`config.mk`:
```
export PLATFORM = sky130hd
export DESIGN_NAME = mux_scan_nw
export DESIGN_NICKNAME = d
export VERILOG_FILES = /design/src/rtl/mux_pkg.sv /design/src/rtl/dwell_timer.sv /design/src/rtl/mux_scan_nw.sv
export SDC_FILE = /design/constraint.sdc
export NUM_CORES = 1
export LEC_CHECK = 0
export ABC_AREA = 1
export CELL_PAD_IN_SITES_DETAIL_PLACEMENT = 0
export CELL_PAD_IN_SITES_GLOBAL_PLACEMENT = 2
export CORE_UTILIZATION = 32
export CTS_CLUSTER_SIZE = 24
export DETAILED_ROUTE_END_ITERATION = 10
export GPL_TIMING_DRIVEN = 0
export HOLD_SLACK_MARGIN = 0.15
export PLACE_DENSITY_LB_ADDON = 0.25
export REMOVE_ABC_BUFFERS = 1
export SLEW_MARGIN = 20
export SYNTH_ARGS = -nofsm -noshare
export SYNTH_HDL_FRONTEND = slang
export SYNTH_SLANG_ARGS = --single-unit
```
`constraint.sdc`:
```
create_clock -name clk -period 2.07 [get_ports clk]
set_input_delay 0.414 -clock clk [delete_from_list [all_inputs] [get_ports clk]]
set_output_delay 0.414 -clock clk [all_outputs]
set_load 0.02 [all_outputs]
```
`src/rtl/mux_pkg.sv`:
```
// Shared types and constants for the scanning multiplexer and its dwell timer.
// No logic here; clog2 covers tools without a usable $clog2 in parameter context.
package mux_pkg;

  typedef enum logic [1:0] {
    MANUAL,
    SCAN,
    HOLD
  } state_t;

  localparam logic MODE_MANUAL = 1'b0;
  localparam logic MODE_SCAN   = 1'b1;

  function automatic int clog2(input int value);
    int r;
    int v;
    r = 0;
    v = value - 1;
    while (v > 0) begin
      r++;
      v = v >> 1;
    end
    return r;
  endfunction

endpackage

```
`src/rtl/dwell_timer.sv`:
```
// Free-running dwell counter: tick is high combinationally on the last count while en is set.
// clr (or reset) returns the count to 0; with en low the count is frozen. No backpressure.
module dwell_timer
  import mux_pkg::*;
#(
  parameter int DWELL = 50_000_000
) (
  input  logic clk,
  input  logic reset,
  input  logic en,
  input  logic clr,
  output logic tick
);

  localparam int CNT_W = clog2(DWELL + 1);

  logic [CNT_W-1:0] r_cnt;

  assign tick = en && (r_cnt == CNT_W'(DWELL - 1));

  always_ff @(posedge clk) begin
    if (reset || clr) begin
      r_cnt <= '0;
    end else if (tick) begin
      r_cnt <= '0;
    end else if (en) begin
      r_cnt <= r_cnt + 1'b1;
    end
  end

endmodule

```
`src/rtl/mux_scan_nw.sv`:
```
// N-channel registered mux, manual select or round-robin auto-scan with hold.
// Latency 1 cycle from data_in/select to M; always accepts input, no backpressure.
module mux_scan_nw
  import mux_pkg::*;
#(
  parameter  int WIDTH    = 2,
  parameter  int CHANNELS = 4,
  parameter  int DWELL    = 50_000_000,
  localparam int SEL_W    = clog2(CHANNELS)
) (
  input  logic                      clk,
  input  logic                      reset,
  input  logic [CHANNELS*WIDTH-1:0] data_in,
  input  logic [SEL_W-1:0]          select,
  input  logic                      mode,
  input  logic                      hold,
  output logic [WIDTH-1:0]          M,
  output logic [SEL_W-1:0]          active_ch,
  output logic                      step
);

  localparam int NPAD = 1 << SEL_W;

  state_t                  r_state;
  logic                    w_tick;
  logic                    w_en;
  logic                    w_clr;
  logic                    w_adv;
  logic [SEL_W-1:0]        w_next_ch;
  logic [NPAD*WIDTH-1:0]   w_pad;

  // Zero-padding to a power-of-2 channel count makes unused select codes read 0.
  assign w_pad = (NPAD*WIDTH)'(data_in);

  assign w_en  = (r_state == SCAN);
  assign w_clr = (r_state == MANUAL) || (mode == MODE_MANUAL);

  dwell_timer #(
    .DWELL (DWELL)
  ) u_dwell_timer (
    .clk   (clk),
    .reset (reset),
    .en    (w_en),
    .clr   (w_clr),
    .tick  (w_tick)
  );

  always_comb begin
    w_adv     = 1'b0;
    w_next_ch = active_ch;
    case (r_state)
      MANUAL: begin
        w_next_ch = (mode == MODE_SCAN) ? '0 : select;
      end
      SCAN: begin
        if (mode == MODE_MANUAL) begin
          w_next_ch = select;
        end else if (w_tick) begin
          w_adv     = 1'b1;
          w_next_ch = (active_ch == SEL_W'(CHANNELS - 1)) ? '0 : active_ch + 1'b1;
        end
      end
      default: begin
        if (mode == MODE_MANUAL) begin
          w_next_ch = select;
        end
      end
    endcase
  end

  always_ff @(posedge clk) begin
    if (reset) begin
      r_state   <= MANUAL;
      M         <= '0;
      active_ch <= '0;
      step      <= 1'b0;
    end else begin
      active_ch <= w_next_ch;
      step      <= w_adv;
      M         <= w_pad[w_next_ch*WIDTH +: WIDTH];
      case (r_state)
        MANUAL: begin
          if (mode == MODE_SCAN) r_state <= SCAN;
        end
        SCAN: begin
          if (mode == MODE_MANUAL) r_state <= MANUAL;
          else if (hold)           r_state <= HOLD;
        end
        HOLD: begin
          if (mode == MODE_MANUAL) r_state <= MANUAL;
          else if (!hold)          r_state <= SCAN;
        end
        default: r_state <= MANUAL;
      endcase
    end
  end

endmodule

```
**Yosys cells after proc, flatten, opt, wreduce, memory -nomap -nowiden**

Cells that the tools add are included.
W data, S select, Z words.

- Bits in latches: 0
- Memories: 0
- Bits in read-only memories: 0
- Register bits: 33
- Word-level logic and storage cells: 37
- Bits of input ports: 14
- Output and inout port bits: 5
- RAM bits: 0

- Div/mod/pow operators: 0
- Add/sub/neg operators: 2
- Equal/unequal tests: 7
- Multiply operators: 0
- Bitwise logic cells: 2
- Reduce and logical (&&, ||, !) cells: 7
- Mux-type cells: 13
- Shift-type cells: 1
- $lt $le $gt $ge: 0

Operator list:

| kind | count |
|---|---|
| $add A26 B1 Y26 const B | 1 |
| $eq A26 B26 Y1 const B | 1 |
| $mux W2 | 10 |
| $shiftx A8 B4 Y2 | 1 |
| $ne A3 B3 Y1 const B | 2 |
| $pmux W2 S3 | 1 |
| $eq A2 B2 Y1 const B | 2 |
| $pmux W2 S2 | 1 |
| $reduce_and A3 Y1 | 1 |
| $reduce_or A3 Y1 | 1 |
| $add A2 B1 Y2 const B | 1 |
| $eq A2 B1 Y1 const B | 1 |
| $logic_not A2 Y1 | 1 |
| $logic_or A1 B1 Y1 | 2 |
| $ne A2 B2 Y1 const B | 1 |
| $not A1 Y1 | 2 |
| $reduce_or A2 Y1 | 1 |
| $logic_and A1 B1 Y1 | 1 |
| $mux W1 | 1 |

**Logic depth before layout (Yosys ltp)**

Gate-level depths: netlist of the first run.

- Word-level depth: 6
- Gate-level depth with buffers: 15
- Mapped depth without buffers: 15

**By module**

A second synthesis of the first run with hierarchy kept.

- Cell total of the unflattened synthesis: 305
- Area total of the unflattened synthesis: 2037.0 sq um

By module, submodules not included:

| module | area an instance (sq um) | seq. area each (sq um) | cells each | instances |
|---|---|---|---|---|
| dwell_timer | 1620.3 | 520.5 | 245 | 1 |
| mux_scan_nw | 416.6 | 140.1 | 60 | 1 |

**Worst setup path after synthesis of the first run**

Ideal clock, no wire load.

- Path kind: register to register
- Start: register u_dwell_timer.r_cnt[0]
- End: register M[0]
- Library setup time: 0.113 ns
- Required time: 1.957 ns
- Cell stages (with the launch flop): 15
- Clock period less this slack: 1.599 ns
- Arrival: 1.486 ns
- Setup slack: 0.471 ns
- Buffers on the path: 0
- Cell sequence: dfxtp_1 -> ha_1 -> nand3_1 -> inv_1 -> nand2_1 -> nor2_1 -> nand3_1 -> nand3_1 -> nand2_1 -> nand2_2 -> nand2_4 -> nand2_1 -> nand2_1 -> nor2_1 -> nor2_1

- Word-level cells in the longest chain between the ends: 6

Ends and longest elaborated chain:

| what | RTL line | RTL |
|---|---|---|
| start, declared | dwell_timer.sv:17 | `logic [CNT_W-1:0] r_cnt;` |
| start signal, assigned | dwell_timer.sv:27 | `r_cnt <= r_cnt + 1'b1;` |
| $eq A26 B26 Y1 | dwell_timer.sv:19 | `assign tick = en && (r_cnt == CNT_W'(DWELL - 1));` |
| $logic_and A1 B1 Y1 | dwell_timer.sv:19 |  |
| $mux W2 | mux_scan_nw.sv:58 | `end else if (w_tick) begin` |
| $mux W2 | mux_scan_nw.sv:56 | `if (mode == MODE_MANUAL) begin` |
| $pmux W2 S2 | mux_scan_nw.sv:51 | `case (r_state)` |
| $shiftx A8 B4 Y2 | mux_scan_nw.sv:80 | `M <= w_pad[w_next_ch*WIDTH +: WIDTH];` |
| end signal, assigned | mux_scan_nw.sv:80 |  |
| end, declared | mux_scan_nw.sv:17 | `output logic [WIDTH-1:0] M,` |

No other way between the ends.
A chain may end at the register's enable or synchronous reset.

**Final worst setup path of the first run**

- Start: input port mode
- End: register u_dwell_timer.r_cnt[21]

- Word-level cells in the longest chain between the ends: 4

Ends and longest elaborated chain:

| what | RTL line | RTL |
|---|---|---|
| start, declared | mux_scan_nw.sv:15 | `input logic mode,` |
| $not A1 Y1 (no source line) | -- |  |
| $logic_or A1 B1 Y1 | mux_scan_nw.sv:36 | `assign w_clr = (r_state == MANUAL) \|\| (mode == MODE_MANUAL);` |
| $logic_or A1 B1 Y1 | dwell_timer.sv:22 | `if (reset \|\| clr) begin` |
| $reduce_or A2 Y1 (no source line) | -- |  |

No other way between the ends.

==> metrics.txt, run 1 <==
CP Cell Sequence clkdlybuf4s50_1, inv_1, nor2_1, nand3_4, a21oi_1, o21a_1; most frequent cells after synthesis nand2_1, nor2_1, inv_1; wire length per cell 12.4 um; Fin. Hold Viols 0; dpl ws -0.328 ns; Most used DFF post-synth dfxtp_1; EDFF count, synth 0; Vias/cell 4.60; HP Class reg -> reg; Slew HR 0.660; buffers added on ports 18; non-filler cells, final 380; Power Dens Cells 542 nW/um^2; fraction of layout cells with a size suffix above 1 0.121; Setup crit end kind flop; dpl hpwl 3.68 mm; Total Power 1.26 mW; Min Clock Period, post-route 1.86 ns; hold-critical path depth 2; mapped cell area 1970 sq um; Cell Rows 28; FF-to-FF End u_dwell_timer.r_cnt[21]; Clock Skew 0.00920 ns; Die Span Y 80.4 um; most numerous cell in the Yosys netlist nand2_1; DR pass1 iterations 4; synth warn 0; startpoint type of the worst setup path input pin; R2R setup slack 0.22 ns; Yosys reg bits 33; Worst Setup Slack, final 0.215 ns; Overall Global Routing Usage 0.166; full die area 6470 sq um; Placeable Area 5920 sq um; setup bufs post-CTS 0; GPL Wtd Cong 0.781; CTS tree done; first-pass GRT wire length 7.85 mm; DR iter-0 viols 43; area delta synth->final 17.6%; routed vias 1,748; r2r startpoint r_state[1]; fmax 0.539 GHz; clk root buf clkbuf_8; RSZ-0062 raised after global routing no; slowest stage delay, CP 0.56 ns; worst path arrival time 2.10 ns; hold wc startpoint u_dwell_timer.r_cnt[24]; nets 320; Post-Place Cells 372; CP Buf/Inv Count 2; share of the synthesized area in the top cell type 0.336; Worst-path clk slew 0.07 ns; Worst path top cell family by delay buffers and inverters; Setup CP Type in -> reg; Hold EP u_dwell_timer.r_cnt[24]; share of flip-flops with an asynchronous set or reset 0; Diodes inserted 0; reg2reg path depth 9; Synth area leaders dfxtp_1, nand2_1, nor2_1; Slowest-stage cell, CP clkdlybuf4s50_1; largest net degree at the start of global routing 27; Final Cell Area 2310 sq um; I/O Pins 19; initial antenna violation count 0; Initial Util 0.332; DRT antenna net count 0; global route total overflow 0; Gate Count Post-Synth 283; status complete, no violations; CTS H-tree depth 2; cts hold-fix bufs 0; Detailed Route WL 4.70 mm; count of cell types in the netlist 36; crit share post-route 0.896; Die X 80.4 um; Setup-failing EPs final 0; Max Cap Viol 0; Worst-Margin Slew 0.505 ns; residual DRC count 0; dpl cell area 2220 sq um; Inserted Clock Buffers 5; register area share after synthesis 0.336; CP Data Required Time 2.32 ns; # clock sinks 33; CP Max Fanout 26; Clk Latency, worst-skew pair 0.30 ns; Static Leak 0.917 nW; syn avg cell area 6.95 sq um; number of global-route vias before repair 1,611; leading area contributor after synthesis dfxtp_1; peak supply drop 255 uV; clk buf depth 2; Max Slew Vio Count 0
cells by family after synthesis:
group / count (synthesis) / share of synthesized area
flip-flops: 33 / 0.336
XOR/XNOR: 9 / 0.0401
adder cells (fa/ha/maj): 2 / 0.0127
AND/OR/NAND/NOR: 172 / 0.449
AO/OA/AOI/OAI: 24 / 0.0750
buffers and inverters: 43 / 0.0877
worst max-delay path by stage:
| stage | from | endpoint | slack (ns) | cells past startpoint |
|---|---|---|---|---|
| 2_1_floorplan | r_state[1] | u_dwell_timer.r_cnt[20] | 0.41 | 9 |
| 3_3_place_gp | mode | u_dwell_timer.r_cnt[20] | -0.32 | 6 |
| 3_5_place_dp | mode | u_dwell_timer.r_cnt[21] | -0.33 | 6 |
| 4_1_cts | r_state[1] | u_dwell_timer.r_cnt[21] | 0.08 | 9 |
| 5_1_grt | u_dwell_timer.r_cnt[0] | M[0] | 0.01 | 14 |
| 6_report | mode | u_dwell_timer.r_cnt[21] | 0.21 | 6 |
where the power goes:
group	switching, mW	internal (mW)	leakage (nW)
Clock	0.254	0.232	0.0439
Combinational	0.0657	0.0533	0.606
Sequential	0.00710	0.643	0.267
worst reg2reg max path: cells and delay by family (launching register included):
kind	cells	cell delay (ns)
flip-flops	1	0.46
AND/OR/NAND/NOR	6	0.87
AO/OA/AOI/OAI	2	0.39
buffers and inverters	1	0.08
routing by layer:
layer  GRT usage  vias to the layer above  routed length (um)
li1            -                      949                   -
met1       0.240                      774                2560
met2       0.233                       17                1920
met3      0.0375                        8                 136
met4      0.0643                        0                  82
met5           0                        -                   0
layout by cell type, fill, tap and decap left out, drive strengths merged:
| master | count |
|---|---|
| and3 | 1 |
| xnor2 | 2 |
| nor3b | 5 |
| nor2 | 56 |
| inv | 39 |
| nand3b | 1 |
| dfxtp | 33 |
| a21oi | 11 |
| clkdlybuf4s50 | 18 |
| o211ai | 1 |
| a211oi | 3 |
| ha | 2 |
| nor3 | 16 |
| nand3 | 20 |
| clkinvlp | 1 |
| or2 | 1 |
| clkinv | 2 |
| clkbuf | 5 |
| o21ai | 4 |
| nand4 | 6 |
| a31oi | 3 |
| nor4 | 2 |
| xor2 | 7 |
| o21a | 2 |
| nand2 | 64 |
final cells by class:
cell class | instances | area [sq um]
Fill cell | 658 | 3610
Multi-Input combinational cell | 207 | 1150
Sequential cell | 33 | 661
Timing Repair Buffer | 18 | 180
Inverter | 39 | 146
Tap cell | 75 | 93.8
Clock buffer | 5 | 68.8
Clock inverter | 3 | 17.5
state kept, by name (all words and copies together) (netlist names):
register and count:
active_ch 2, M 2, u_dwell_timer.r_cnt 26, step 1, r_state 2
metrics by stage:
stage / util / hold slack (ns) / TNS, ns
after global placement: 0.374 / 0.456 / -5.49
after detailed placement: 0.374 / 0.467 / -5.70
after global routing: 0.391 / 0.508 / 0
after CTS: 0.390 / 0.481 / 0
after floorplan: - / 0.445 / 0
final: 0.391 / 0.475 / 0
timing repair:
item                                    4_1_cts  5_1_grt
endpoints found under the setup margin       18        9
resized for setup                             1        1
gates cloned                                  0        0
(Power assumes the default switching activity.)
==> inputs of run 2 (changes only) <==
--- a/config.mk
+++ b/config.mk
@@ -14,7 +14,6 @@
 export GPL_TIMING_DRIVEN = 0
 export HOLD_SLACK_MARGIN = 0.15
 export PLACE_DENSITY_LB_ADDON = 0.25
-export REMOVE_ABC_BUFFERS = 1
 export SLEW_MARGIN = 20
 export SYNTH_ARGS = -nofsm -noshare
 export SYNTH_HDL_FRONTEND = slang
==> metrics.txt, run 2 (same netlist as run 1, synthesis figures left out) <==
crit share post-route 0.880 (-0.0159); final core occ 0.394 (+0.00317); DRT antenna net count 0 (unchanged); clk root buf clkbuf_8; initial antenna violation count 0 (unchanged); Initial Util 0.332 (unchanged); FF-to-FF End M[1]; number of global-route vias before repair 1,638 (+1.7%); CTS tree done; Cell Rows 28 (unchanged); fraction of layout cells with a size suffix above 1 0.136 (+0.0146); residual DRC count 0 (unchanged); global route total overflow 0 (unchanged); status complete, no violations; Diodes inserted 0 (unchanged); Hold EP u_dwell_timer.r_cnt[24]; Post-Place Cells 376 (+1.1%); worst path arrival time 2.01 ns (-0.09 ns); Worst-Margin Slew 0.504 ns (-0.00132 ns); hold wc startpoint u_dwell_timer.r_cnt[24]; DR pass1 iterations 4 (unchanged); GPL Wtd Cong 0.787 (+0.70%); Max Cap Viol 0 (unchanged); hold-critical path depth 2 (unchanged); setup_tns 0 ns (unchanged); most frequent cells in the layout nand2_1, nor2_1, inv_1; Inserted Clock Buffers 5 (unchanged); I/O Pins 19 (unchanged); Max Slew Vio Count 0 (unchanged); dpl hpwl 3.82 mm (+3.7%); Setup crit end kind flop; Hold WS 0.471 ns (-0.00427 ns); full die area 6470 sq um (unchanged); CP Data Required Time 2.26 ns (-0.06 ns); non-filler cells, final 384 (+1.1%); Vias/cell 4.56 (-0.87%); CTS H-tree depth 2 (unchanged); DR iter-0 viols 75 (+74%); routed vias 1,751 (+0.17%); Setup-failing EPs final 0 (unchanged); first-pass GRT wire length 8.18 mm (+4.2%); max reg flops 26 (unchanged); most common cell after layout, fill and taps aside nand2_1; Min Clock Period, post-route 1.82 ns (-0.0330 ns); peak supply drop 263 uV (+2.9%); dpl cell area 2240 sq um (+1.2%); clk buf depth 2 (unchanged); fmax 0.549 GHz (+1.8%); Placeable Area 5920 sq um (unchanged); Clock Skew 0.00437 ns (-0.00482 ns); Fin. Hold Viols 0 (unchanged); wire length per cell 12.7 um (+2.3%); buffers added on ports 18 (unchanged); Worst-path clk slew 0.07 ns (about the same); Clk Latency, worst-skew pair 0.29 ns (about the same); Final Cell Area 2330 sq um (+0.81%); Most flops, register u_dwell_timer.r_cnt; Slew HR 0.661 (+0.000887); Worst Setup Slack, final 0.248 ns (+0.0330 ns); Overall Global Routing Usage 0.170 (+0.00441); largest net degree at the start of global routing 12 (-56%); Sequential Area 661 sq um (unchanged); reg2reg path depth 13 (+4); Total Power 1.27 mW (+1.3%); CP Max Fanout 8 (-69%); HP Class reg -> reg; Detailed Route WL 4.87 mm (+3.4%); area delta synth->final 18.6%; Syn Nets 299; FILL cells 658 (unchanged); r2r startpoint u_dwell_timer.r_cnt[21]; nets 324 (+1.3%); Die X 80.4 um (unchanged); Die Span Y 80.4 um (unchanged); Setup CP Type in -> reg; startpoint type of the worst setup path input pin; # clock sinks 33 (unchanged); dpl ws -0.0597 ns (+0.268 ns); Multi-input gate area 1140 sq um (-0.65%); Power Dens Cells 545 nW/um^2 (+0.53%); RSZ-0062 raised after global routing no; Static Leak 0.931 nW (+1.6%); R2R setup slack 0.27 ns (+0.05 ns)
==> run 2: worst max-delay path by stage <==
stage                            from                 endpoint  slack, ns  cells after the start
6_report                         mode                     M[0]       0.25                      9
5_1_grt        u_dwell_timer.r_cnt[8]  u_dwell_timer.r_cnt[25]       0.02                      9
4_1_cts        u_dwell_timer.r_cnt[0]                     M[0]       0.19                     14
3_5_place_dp                     mode                     M[0]      -0.06                      9
3_3_place_gp                     mode  u_dwell_timer.r_cnt[10]      -0.05                      6
2_1_floorplan  u_dwell_timer.r_cnt[0]                     M[0]       0.47                     14
==> run 2: worst max-delay path: stages <==
cell	delay, ns
clkdlybuf4s50_1	0.50
inv_1	0.23
nor2_1	0.06
o21ai_0	0.42
nand2_4	0.13
nand2_1	0.08
nand2_1	0.05
nor2_1	0.09
nor2_1	0.05
==> run 2: layout make-up <==
class	instances	area share
Buffer	4	0.0113
Clock inverter	3	0.00751
Sequential cell	33	0.283
Inverter	39	0.0627
Multi-Input combinational cell	207	0.488
Tap cell	75	0.0402
Clock buffer	5	0.0295
Timing Repair Buffer	18	0.0772
==> run 2: layer usage <==
metal  routed length (um)  track usage  vias to the layer above  share of wire
li1                     -            -                      955              -
met1                 2670        0.245                      774           0.55
met2                 2010        0.247                       13           0.41
met3                   97       0.0341                        9          0.020
met4                   81       0.0589                        0          0.017
met5                    0            0                        -              0
==> run 2: power breakdown <==
group	switching, mW	internal, mW
clock network	0.268	0.232
registers	0.00673	0.643
logic	0.0665	0.0555
total	0.341	0.931
==> run 2: timing repair <==
action / in CTS / in global routing
resized for setup: 0 / 1
hold buffers: 0 / 0
setup endpoints to repair: 0 / 2
buffers inserted: 0 / 0
